--- config.mk ---
export PLATFORM = sky130hd
export DESIGN_NAME = timer_irq_src
export DESIGN_NICKNAME = d
export VERILOG_FILES = /design/src/rtl/timer_irq_src.sv
export SDC_FILE = /design/constraint.sdc
export NUM_CORES = 1
export LEC_CHECK = 0
export ABC_AREA = 1
export CAP_MARGIN = 30
export CORE_MARGIN = 10
export CORE_UTILIZATION = 25
export CTS_CLUSTER_SIZE = 14
export DETAILED_ROUTE_END_ITERATION = 12
export PLACE_DENSITY = 0.42
export SLEW_MARGIN = 20
export SYNTH_ARGS = -nofsm -noshare
export SYNTH_HDL_FRONTEND = slang
export SYNTH_SLANG_ARGS = --single-unit
export TNS_END_PERCENT = 20
--- constraint.sdc ---
create_clock -name clk -period 4.6 [get_ports clk]
set_input_delay 0.92 -clock clk [delete_from_list [all_inputs] [get_ports clk]]
set_output_delay 0.92 -clock clk [all_outputs]
set_load 0.02 [all_outputs]
--- src/rtl/timer_irq_src.sv ---
// -----------------------------------------------------------------------------
// timer_irq_src
//
// Memory-mapped machine timer that raises the timer interrupt request consumed
// by the core's interrupt controller.
//
//   Software programs a compare value over the peripheral bus. A free-running
//   counter is compared against it. On a match the counter restarts from zero
//   and a sticky pending bit is set. The pending bit, gated by the interrupt
//   enable, drives one bit of the interrupt flag vector. The trap handler
//   clears the pending bit by writing 1 to it (W1C).
//
// Register map (byte offsets, only addr_i[3:0] decoded):
//   0x0 CTRL   [0] EN  count enable      RW
//              [1] PEND sticky pending   W1C
//              [2] IE  interrupt enable  RW
//              [31:3] read as 0
//   0x4 VALUE  [31:0] counter            RW
//   0x8 CMP    [31:0] compare value      RW  (reset 32'hFFFF_FFFF)
//   0xC PRESC  [15:0] prescaler          RW  (only with TIMER_PRESCALE_EN)
//   Any other offset reads 0 and ignores writes.
//
// Build option:
//   TIMER_PRESCALE_EN  when defined, adds the PRESC register and a divider
//                      so that a tick occurs once every PRESC+1 enabled
//                      cycles. When undefined, every enabled cycle is a tick
//                      and offset 0xC behaves as an unmapped offset.
//
// Parameters:
//   INT_W    width of int_flag_o (must match the core's interrupt bus width)
//   INT_BIT  bit of int_flag_o driven by this timer; all other bits are 0
//
// Ports:
//   clk         in   1      clock
//   rst_n       in   1      synchronous, active-low reset
//   req_i       in   1      bus access request, one cycle per access
//   we_i        in   1      1 = write, 0 = read; sampled with req_i
//   addr_i      in   32     byte address, word aligned
//   data_i      in   32     write data
//   data_o      out  32     read data, valid while ack_o = 1, otherwise 0
//   ack_o       out  1      access complete, pulses one cycle after req_i
//   int_flag_o  out  INT_W  interrupt vector to the interrupt controller
// -----------------------------------------------------------------------------
module timer_irq_src #(
  parameter int INT_W   = 8,
  parameter int INT_BIT = 0
) (
  input  logic             clk,
  input  logic             rst_n,
  input  logic             req_i,
  input  logic             we_i,
  input  logic [31:0]      addr_i,
  input  logic [31:0]      data_i,
  output logic [31:0]      data_o,
  output logic             ack_o,
  output logic [INT_W-1:0] int_flag_o
);

  // Register offsets within the decoded nibble of the address
  localparam logic [3:0] OFF_CTRL  = 4'h0;
  localparam logic [3:0] OFF_VALUE = 4'h4;
  localparam logic [3:0] OFF_CMP   = 4'h8;
  localparam logic [3:0] OFF_PRESC = 4'hC;

  // CTRL field positions
  localparam int CTRL_EN   = 0;
  localparam int CTRL_PEND = 1;
  localparam int CTRL_IE   = 2;

  localparam logic [31:0] CMP_RESET = 32'hFFFF_FFFF;

  // ---------------------------------------------------------------------------
  // State
  // ---------------------------------------------------------------------------
  logic        en_q;
  logic        pend_q;
  logic        ie_q;
  logic [31:0] value_q;
  logic [31:0] cmp_q;

  logic [31:0] rd_mux;
  logic [3:0]  offset;
  logic        wr_ctrl;
  logic        wr_value;
  logic        wr_cmp;
  logic        tick;
  logic        match;

  // Upper address bits are deliberately not decoded, so registers alias
  // every 16 bytes.
  logic unused_addr;
  assign unused_addr = ^addr_i[31:4];

  // ---------------------------------------------------------------------------
  // Address decode
  // ---------------------------------------------------------------------------
  assign offset   = addr_i[3:0];
  assign wr_ctrl  = req_i & we_i & (offset == OFF_CTRL);
  assign wr_value = req_i & we_i & (offset == OFF_VALUE);
  assign wr_cmp   = req_i & we_i & (offset == OFF_CMP);

  // ---------------------------------------------------------------------------
  // Tick generation
  // ---------------------------------------------------------------------------
`ifdef TIMER_PRESCALE_EN
  logic [15:0] presc_q;
  logic [15:0] div_q;
  logic        wr_presc;

  assign wr_presc = req_i & we_i & (offset == OFF_PRESC);

  // The tick is judged on the current EN, so a CTRL write that clears EN
  // still lets this cycle's tick happen.
  assign tick = en_q & (div_q == presc_q);

  always_ff @(posedge clk) begin
    if (!rst_n) begin
      presc_q <= '0;
    end else if (wr_presc) begin
      presc_q <= data_i[15:0];
    end
  end

  // The divider restarts whenever counting is stopped or the prescale value
  // changes, so a new PRESC always begins with a full period.
  always_ff @(posedge clk) begin
    if (!rst_n) begin
      div_q <= '0;
    end else if (!en_q || wr_presc) begin
      div_q <= '0;
    end else if (div_q == presc_q) begin
      div_q <= '0;
    end else begin
      div_q <= div_q + 16'd1;
    end
  end
`else
  assign tick = en_q;
`endif

  // Match uses the CMP value present before any same-cycle CMP write.
  assign match = tick & (value_q == cmp_q);

  // ---------------------------------------------------------------------------
  // Counter. A software write beats the tick in the same cycle. Wrapping
  // from FFFF_FFFF to 0 is a plain increment and raises nothing by itself.
  // ---------------------------------------------------------------------------
  always_ff @(posedge clk) begin
    if (!rst_n) begin
      value_q <= '0;
    end else if (wr_value) begin
      value_q <= data_i;
    end else if (match) begin
      value_q <= '0;
    end else if (tick) begin
      value_q <= value_q + 32'd1;
    end
  end

  always_ff @(posedge clk) begin
    if (!rst_n) begin
      cmp_q <= CMP_RESET;
    end else if (wr_cmp) begin
      cmp_q <= data_i;
    end
  end

  // ---------------------------------------------------------------------------
  // CTRL. A match outranks a W1C clear in the same cycle so an event that
  // arrives while software acknowledges the previous one is never lost.
  // ---------------------------------------------------------------------------
  always_ff @(posedge clk) begin
    if (!rst_n) begin
      en_q   <= 1'b0;
      ie_q   <= 1'b0;
      pend_q <= 1'b0;
    end else begin
      if (wr_ctrl) begin
        en_q <= data_i[CTRL_EN];
        ie_q <= data_i[CTRL_IE];
      end
      if (match) begin
        pend_q <= 1'b1;
      end else if (wr_ctrl && data_i[CTRL_PEND]) begin
        pend_q <= 1'b0;
      end
    end
  end

  // ---------------------------------------------------------------------------
  // Read mux, built from register state before this cycle's updates
  // ---------------------------------------------------------------------------
  always_comb begin
    rd_mux = '0;
    case (offset)
      OFF_CTRL:  rd_mux = {29'd0, ie_q, pend_q, en_q};
      OFF_VALUE: rd_mux = value_q;
      OFF_CMP:   rd_mux = cmp_q;
`ifdef TIMER_PRESCALE_EN
      OFF_PRESC: rd_mux = {16'd0, presc_q};
`endif
      default:   rd_mux = '0;
    endcase
  end

  // ---------------------------------------------------------------------------
  // Bus response: every request completes one cycle later. data_o is held at
  // zero except for the ack cycle of a read. Reset drops a request sampled
  // at the same edge.
  // ---------------------------------------------------------------------------
  always_ff @(posedge clk) begin
    if (!rst_n) begin
      ack_o  <= 1'b0;
      data_o <= '0;
    end else begin
      ack_o  <= req_i;
      data_o <= (req_i && !we_i) ? rd_mux : 32'd0;
    end
  end

  // ---------------------------------------------------------------------------
  // Interrupt output is decoded from registers only, so no bus input reaches
  // it combinationally.
  // ---------------------------------------------------------------------------
  always_comb begin
    int_flag_o          = '0;
    int_flag_o[INT_BIT] = pend_q & ie_q;
  end

endmodule

=== After elaboration in Yosys (flattened, before gate mapping) ===
Index checks and enable logic that the tools add are counted.

* Input port bits: 68
* Flip-flop bits (word level): 100
* Memories: 0
* Bits in read-only memories: 0
* Output and inout bits: 41
* Memory bits (writable): 0
* Latch bits: 0

* Reductions and logical operators: 7
* Multiply operators: 0
* Add/sub/neg operators: 1
* Divide/modulo/power cells: 0
* Bitwise logic cells: 6
* Muxes and demuxes: 6
* $lt $le $gt $ge: 0
* Shift operators: 0
* Eq/ne operators: 3

{| class="wikitable"
|+ Operators by type and width
! cell !! number
|-
| 32-bit two-way mux || 3
|-
| 32-bit one-hot mux with 3 select lines || 1
|-
| 32-bit by 1-bit adder with 32-bit output (second input constant) || 1
|-
| 32-bit equality test || 1
|-
| 1-bit AND || 6
|-
| 4-bit by 3-bit equality test with 1-bit output (second input constant) || 1
|-
| 4-bit equality test (second input constant) || 1
|-
| 4-bit logical NOT || 1
|-
| 3-bit nonzero test || 1
|-
| 1-bit logical AND || 2
|-
| 1-bit two-way mux || 2
|-
| 2-bit AND reduction || 1
|-
| 2-bit nonzero test || 1
|-
| 1-bit logical NOT || 1
|}

=== Depth between registers and ports, before layout ===
Gate-level depths: netlist of the first run.

* Word-level depth: 5
* Gate-level depth with buffers: 12
* Mapped depth without buffers: 11

=== Worst setup path before layout of the first run ===
No wires, ideal clock.

* Path kind: input port to flip-flop
* Start point: input addr_i[2]
* End point: register value_q[21]
* Stages: 12
* Setup time: 132 ps
* Path slack: 2579 ps
* Arrival time: 1889 ps
* Path through: clkinv_1 nor2_1 nand2_2 inv_2 nand2_1 nand2_2 inv_2 buf_4 nand2_1 nor2_1 nand2_1 a21oi_1

* Word-level cells in the longest chain between the ends: 3
* Elaborated cells between the ends (all ways): 4

{| class="wikitable"
|+ RTL lines
! what !! RTL line !! text
|-
| start, declared || 52 || <nowiki>input logic [31:0] addr_i,</nowiki>
|-
| 4-bit by 3-bit equality test with 1-bit output * || 99 || <nowiki>assign wr_value = req_i & we_i & (offset == OFF_VALUE);</nowiki>
|-
| 1-bit AND * || 99 ||
|-
| 3-bit nonzero test (no line) or 32-bit two-way mux (tied branches) || n/a ||
|-
| end signal, assigned || 152 || <nowiki>value_q <= data_i;</nowiki>
|-
| end signal, assigned || 156 || <nowiki>value_q <= value_q + 32'd1;</nowiki>
|-
| end, declared || 78 || <nowiki>logic [31:0] value_q;</nowiki>
|}

Mark *: on every way between the ends. The rest lies on a longest branch, timed or not.
A chain may end at the register's enable or synchronous reset.

=== Worst setup path in the final report of the first run ===
* Start point: input req_i
* End point: register value_q[30]

* Word-level cells in the longest chain between the ends: 3
* Elaborated cells between the ends (all ways): 4

{| class="wikitable"
|+ RTL lines
! what !! RTL line !! text
|-
| start, declared || 50 || <nowiki>input logic req_i,</nowiki>
|-
| 1-bit AND * (2 in series) || 99 ||
|-
| 3-bit nonzero test (no line) or 32-bit two-way mux (tied branches) || n/a ||
|}

Marked as above.

==> out/qor.yml, run 1 <==
floorplan.rows: 54
endpoint_kind: "register"
fin_worst_skew_ns: 0.009445
vias: 5502
postSynthAreaPerCell_um2: 6.291
yosys_warnings: 0
instances_no_fill: 1220
cp.required_ns: 4.89
drt-pass1-iter-count: 5
async_reset_ff_share_pct: 0
syn_to_final_growth_pct: 22.02
grt.total_usage_pct: 13.76
hold_viol: 0
critPathKind: "in -> reg"
drive_above_1_share_pct: 5.319
outcome: "completed"
drtIter0Drc: 389
p_leak_nw: 2.588
die_w_um: 169.2
start_kind: "input port"
synth.cell_area_mm2: 0.005562
hpwl_um: 14060
grt_pass1_vias: 5294
min_path_type: "reg -> reg"
relSlewSlack_pct: 42.91
hold_buffers: 0
drv_slew: 0
drt_wl_total_um: 19870
n_antenna_cell: 0
holdWs_ns: 0.4768
cts_tree: "built"
power_density_mw_per_mm2: 269.3
place.gp.congestion: 0.8415
htree_levels: 3
p_total_mw: 1.827
ys_seq_area_share_pct: 36.00
die-height_um: 169.2
min_period_over_period_pct: 56.84
cts_buffers: 9
tightest_slew_ns: 0.8554
coreArea_mm2: 0.02182
initial_core_util_pct: 25.48
slowest_stage: "clkdlybuf4s50_1"
dieArea_mm2: 0.02861
ant_nets: 0
synth_edf_count: 0
fillers: 2485
finalWorstPathRequiredPeriod_ns: 2.615
clk_pin_slew_ns: 0.07
critPathMaxFanout: 17
grt_overflow: 0
via_per_inst: 4.510
cts_sinks: 100
drcViolationCount: 0
ys_seq_elements: 100
max_cap_violations: 0
placed_cells: 1204
rsz0062_at_grt: "false"
antenna_found_initial: 0
vdd_drop_max_v: 0.0001535
avgRoutedWirePerCell_um: 16.29
setup_tns_ns: 0
io_pins: 109
clock-root-buffer: "clkbuf_16"
worstPathCellList: "clkdlybuf4s50_1, nand2_1, inv_1, nand2_1, nand2_2, inv_2, nand2_1, nor2_1, nand2_1, a21oi_1"
setup_viol: 0
cpMostUsedCell: "nand2_1"
nNetsFinal: 1004
io_buffers: 73
ctsResizeCount: 0
clock_path_buffers: 2
multiInputGateArea_mm2: 0.002710
fmax_mhz: 382.5
crit_arrival_ns: 2.90
synthFlopType: "dfxtp_1"
slowest_delay_ns: 0.45
grt_pass1_wl_um: 31070
clk_latency_ns: 0.36
post_cts.repair.setup_buffers: 0
synth_cells: 884
regArea_mm2: 0.002002
grt_max_degree: 65
post-route-util_pct: 31.10
ys_types: 32
report_power, final:
part / switching (mW) / internal (mW)
Sequential: 0.00654 / 0.873
Clock: 0.378 / 0.437
Combinational: 0.0806 / 0.0527
Yosys cell counts (2+ instances only):
cell	instances	area (um2)
a21oi_1	79	395.4
buf_2	14	70.07
buf_4	8	60.06
buf_6	3	33.78
clkbuf_1	21	78.83
dfxtp_1	100	2002
inv_1	163	611.8
inv_2	4	15.01
nand2_1	166	623.1
nand2_2	5	31.28
nand3_1	46	230.2
nand3_2	2	20.02
nand3b_1	2	15.01
nand4_1	12	75.07
nor2_1	103	386.6
nor2_2	8	50.05
nor2_4	4	45.04
nor3_1	12	60.06
o21ai_0	79	395.4
o22ai_1	36	225.2
xnor2_1	3	26.28
xor2_1	4	35.03
worst max-delay path: cells and delay by family:
kind	cells	cell delay [ns]
AOI/OAI and AO/OA	1	0.15
and+or+nand+nor	6	0.89
buffers and inverters	3	0.92
metrics by stage:
stage	area [um2]	setup slack (ns)
after global routing	6787	1.827
after detailed placement	6484	1.649
after CTS	6787	2.021
after floorplan	5584	2.579
after global placement	6484	1.663
final	6787	1.985
per-layer routing:
layer,share of wire (%),GRT usage [%],vias up,wire (um)
li1,-,-,2885,-
met2,44,21.20,88,8816
met4,1.1,3.865,0,219
met1,52,19.54,2518,10300
met5,0,0,-,0
met3,2.7,1.899,11,531
final timing paths:
path	endpoint	slack (ns)	from	depth (start not counted)
worst min-delay path	ie_q$_SDFFE_PN0N_	0.48	ie_q$_SDFFE_PN0N_	2
worst min register to register	ie_q$_SDFFE_PN0N_	0.48	ie_q$_SDFFE_PN0N_	2
worst max-delay path	value_q[30]$_SDFFE_PN0P_	1.99	req_i	10
worst max register to register	value_q[1]$_SDFFE_PN0P_	2.18	value_q[23]$_SDFFE_PN0P_	11
kinds of logic (layout without fill, tap and decap cells):
logic type                 count (synthesis)  count (layout)  share of synthesized area [%]
AOI/OAI and AO/OA                        198             198                          18.92
xor gates and xnor gates                   7               7                          1.102
adders and majority gates                  1               1                         0.2249
buffers and inverters                    215             265                          15.77
DFF                                      100             100                          36.00
other                                      1               7                        0.06743
and+or+nand+nor                          362             362                          27.92
area by class of cell:
type / instances / area share (%)
multi-input cells: 575 / 39.93
flip-flops and latches: 100 / 29.50
repair buffers: 81 / 11.65
inverters: 168 / 9.292
well taps: 280 / 5.162
clock buffers: 10 / 3.521
clock inverters: 6 / 0.9403
cells in the final DEF (no fill, tap or decap), types with 2 or more instances in the layout:
master / instances
nand2_1: 166
clkinvlp_4: 2
dfxtp_1: 100
nand4_1: 12
inv_2: 5
xor2_1: 4
nand2_2: 5
clkbuf_16: 9
clkdlybuf4s50_1: 73
nor2_1: 103
nand3_2: 2
nor2_2: 7
inv_1: 162
nor2_4: 5
nand3_1: 46
nand3b_1: 2
o21ai_0: 79
clkinv_2: 2
a21oi_1: 79
xnor2_1: 3
buf_4: 8
conb_1: 7
o22ai_1: 36
nor3_1: 12
flip-flops by register name, indices dropped and copies added (netlist names):
register	count
pend_q	1
cmp_q	32
value_q	32
data_o	32
ack_o	1
ie_q	1
en_q	1
(Power assumes the default switching activity.)
==> run 2: changes to the inputs <==
- clock period: 4.6 -> 2.5 ns (I/O delays scaled with it)
==> run 2 against run 1 <==
Critical path depth grew 2. Global-route usage grew 0.32 points. Clock skew shrank 0.0030 ns. Die area is the same. Register-to-register slack lost 1.6 ns. Non-clock buffer count grew 10. Core utilization grew 0.61 points. Power grew 92%. Cell count grew 0.82%. Wire length grew 0.81%. Critical endpoint is now value_q[22]$_SDFFE_PN0P_. Largest cell class unchanged. Largest power group is now the clock network.
==> out/qor.yml, run 2 (synthesized netlist as in run 1, its figures left out) <==
mostFrequentLayoutCell: "nand2_1"
ant_nets: 0  # unchanged
dp_slack_ns: 0.2591  # -1.390 ns
cp.required_ns: 2.73  # -2.16 ns
die-height_um: 169.2  # unchanged
antenna_found_initial: 0  # unchanged
min_period_over_period_pct: 78.65
die_w_um: 169.2  # unchanged
outcome: "completed"
setup_tns_ns: 0  # unchanged
hold_viol: 0  # unchanged
drive_above_1_share_pct: 6.316  # +1.0 points
initial_core_util_pct: 25.48  # unchanged
drt_wl_total_um: 20030  # +0.81%
p_leak_nw: 2.670  # +3.2%
cpMostUsedCell: "nand2_1"
vias: 5615  # +2.1%
regArea_mm2: 0.002002  # unchanged
critPathKind: "reg -> reg"
grt_overflow: 0  # unchanged
grt_pass1_vias: 5529  # +4.4%
hpwl_um: 14770  # +5.1%
via_per_inst: 4.565  # +1.2%
largest_registers: "cmp_q x32, data_o x32, value_q x32"
dieArea_mm2: 0.02861  # unchanged
max_cap_violations: 0  # unchanged
finalWorstSetupSlack_ns: 0.5338  # -1.452 ns
clk_latency_ns: 0.36  # about the same
min_path_type: "reg -> reg"
floorplan.rows: 54  # unchanged
worstPathCellList: "inv_1, nand2_1, nand2_1, inv_1, nand2_1, nor2_1, nand2_1, nor2_1, nand3_2, buf_4, nand2_1, a21oi_1"
cp_num_buf_inv: 3  # unchanged
cp_top_family: "simple AND/OR/NAND/NOR gates"
slowest_delay_ns: 0.48  # +0.03 ns
grt.total_usage_pct: 14.09  # +0.32 points
fillers: 2498  # +0.52%
avgRoutedWirePerCell_um: 16.28  # about the same
fin_worst_skew_ns: 0.006456  # -0.002989 ns
coreArea_mm2: 0.02182  # unchanged
endpoint_kind: "register"
grt_max_degree: 66  # +1.5%
vdd_drop_max_v: 0.0002745  # +79%
n_antenna_cell: 0  # unchanged
drt-pass1-iter-count: 5  # unchanged
multiInputGateArea_mm2: 0.002710  # unchanged
cts_tree: "built"
r2r_slack_ns: 0.53  # -1.65 ns
drtIter0Drc: 379  # -2.6%
ctsResizeCount: 0  # unchanged
drv_slew: 0  # unchanged
critPathMaxFanout: 25  # +8
start_kind: "register"
clk_pin_slew_ns: 0.07  # about the same
setup_viol: 0  # unchanged
slowest_stage: "dfxtp_1"
post_cts.repair.setup_buffers: 0  # unchanged
fmax_mhz: 508.6
io_pins: 109  # unchanged
hold_buffers: 0  # unchanged
drcViolationCount: 0  # unchanged
cts_buffers: 9  # unchanged
final_cell_mix: "nand2_1, inv_1, nor2_1"
finalWorstPathRequiredPeriod_ns: 1.966
place.gp.congestion: 0.8394  # -0.25%
cts_sinks: 100  # unchanged
crit_arrival_ns: 2.20  # -0.70 ns
clock_path_buffers: 2  # unchanged
power_density_mw_per_mm2: 506.6  # +88%
io_buffers: 73  # unchanged
clock-root-buffer: "clkbuf_16"
rsz0062_at_grt: "false"
syn_to_final_growth_pct: 24.43
grt_pass1_wl_um: 32020  # +3.1%
htree_levels: 3  # unchanged
nNetsFinal: 1014  # +1.0%
==> run 2: cell types whose count changed in the layout (fill, tap and decap cells not counted) <==
| cell | previous run | this run |
|---|---|---|
| buf_12 | 0 | 2 |
| buf_4 | 8 | 16 |
| clkinvlp_4 | 2 | 0 |
| clkbuf_8 | 1 | 3 |
| bufinv_16 | 1 | 2 |
| clkinv_4 | 1 | 0 |
==> run 2: routing by layer <==
layer | up-vias | wire [um] | global-route usage (%)
li1 | 2911 | - | -
met1 | 2573 | 9950 | 19.51
met2 | 118 | 8935 | 22.02
met3 | 13 | 927 | 2.640
met4 | 0 | 216 | 3.490
met5 | - | 0 | 0
==> run 2: where the power goes <==
group	leakage, nW	switching [mW]	internal, mW
registers	0.808	0.0119	1.61
logic	1.69	0.149	0.104
clock network	0.169	0.677	0.959
total	2.67	0.837	2.67
==> run 2: per-stage QoR <==
stage               std cells  utilization, %  power (mW)  area [um2]  hold slack, ns
floorplan                 890               -       1.777        5584          0.4441
global placement         1214           30.17       1.911        6584          0.4748
detailed placement       1214           30.17       1.910        6584          0.4648
CTS                      1230           31.71       3.551        6920          0.4822
global route             1230           31.71       3.642        6920          0.5353
finish                   1230           31.71       3.506        6920          0.4800
==> run 2: worst paths after layout <==
kind,from,depth (start not counted),end
min reg2reg,ie_q$_SDFFE_PN0N_,2,ie_q$_SDFFE_PN0N_
max reg2reg,value_q[22]$_SDFFE_PN0P_,12,value_q[22]$_SDFFE_PN0P_
max,value_q[22]$_SDFFE_PN0P_,12,value_q[22]$_SDFFE_PN0P_
min,ie_q$_SDFFE_PN0N_,2,ie_q$_SDFFE_PN0N_
==> run 2: final cells by class <==
| class | instances | area share (%) |
|---|---|---|
| well taps | 280 | 5.062 |
| clock inverters | 4 | 1.012 |
| clock buffers | 12 | 3.851 |
| flip-flops and latches | 100 | 28.93 |
| inverters | 168 | 9.112 |
| multi-input cells | 575 | 39.16 |
| repair buffers | 91 | 12.87 |
==> run 2: tightest hold or removal path, delay by kind of cell, from the launching register on <==
kind,cells,cell delay (ns)
flops,1,0.31
compound gates,1,0.06
buf+inv,1,0.07
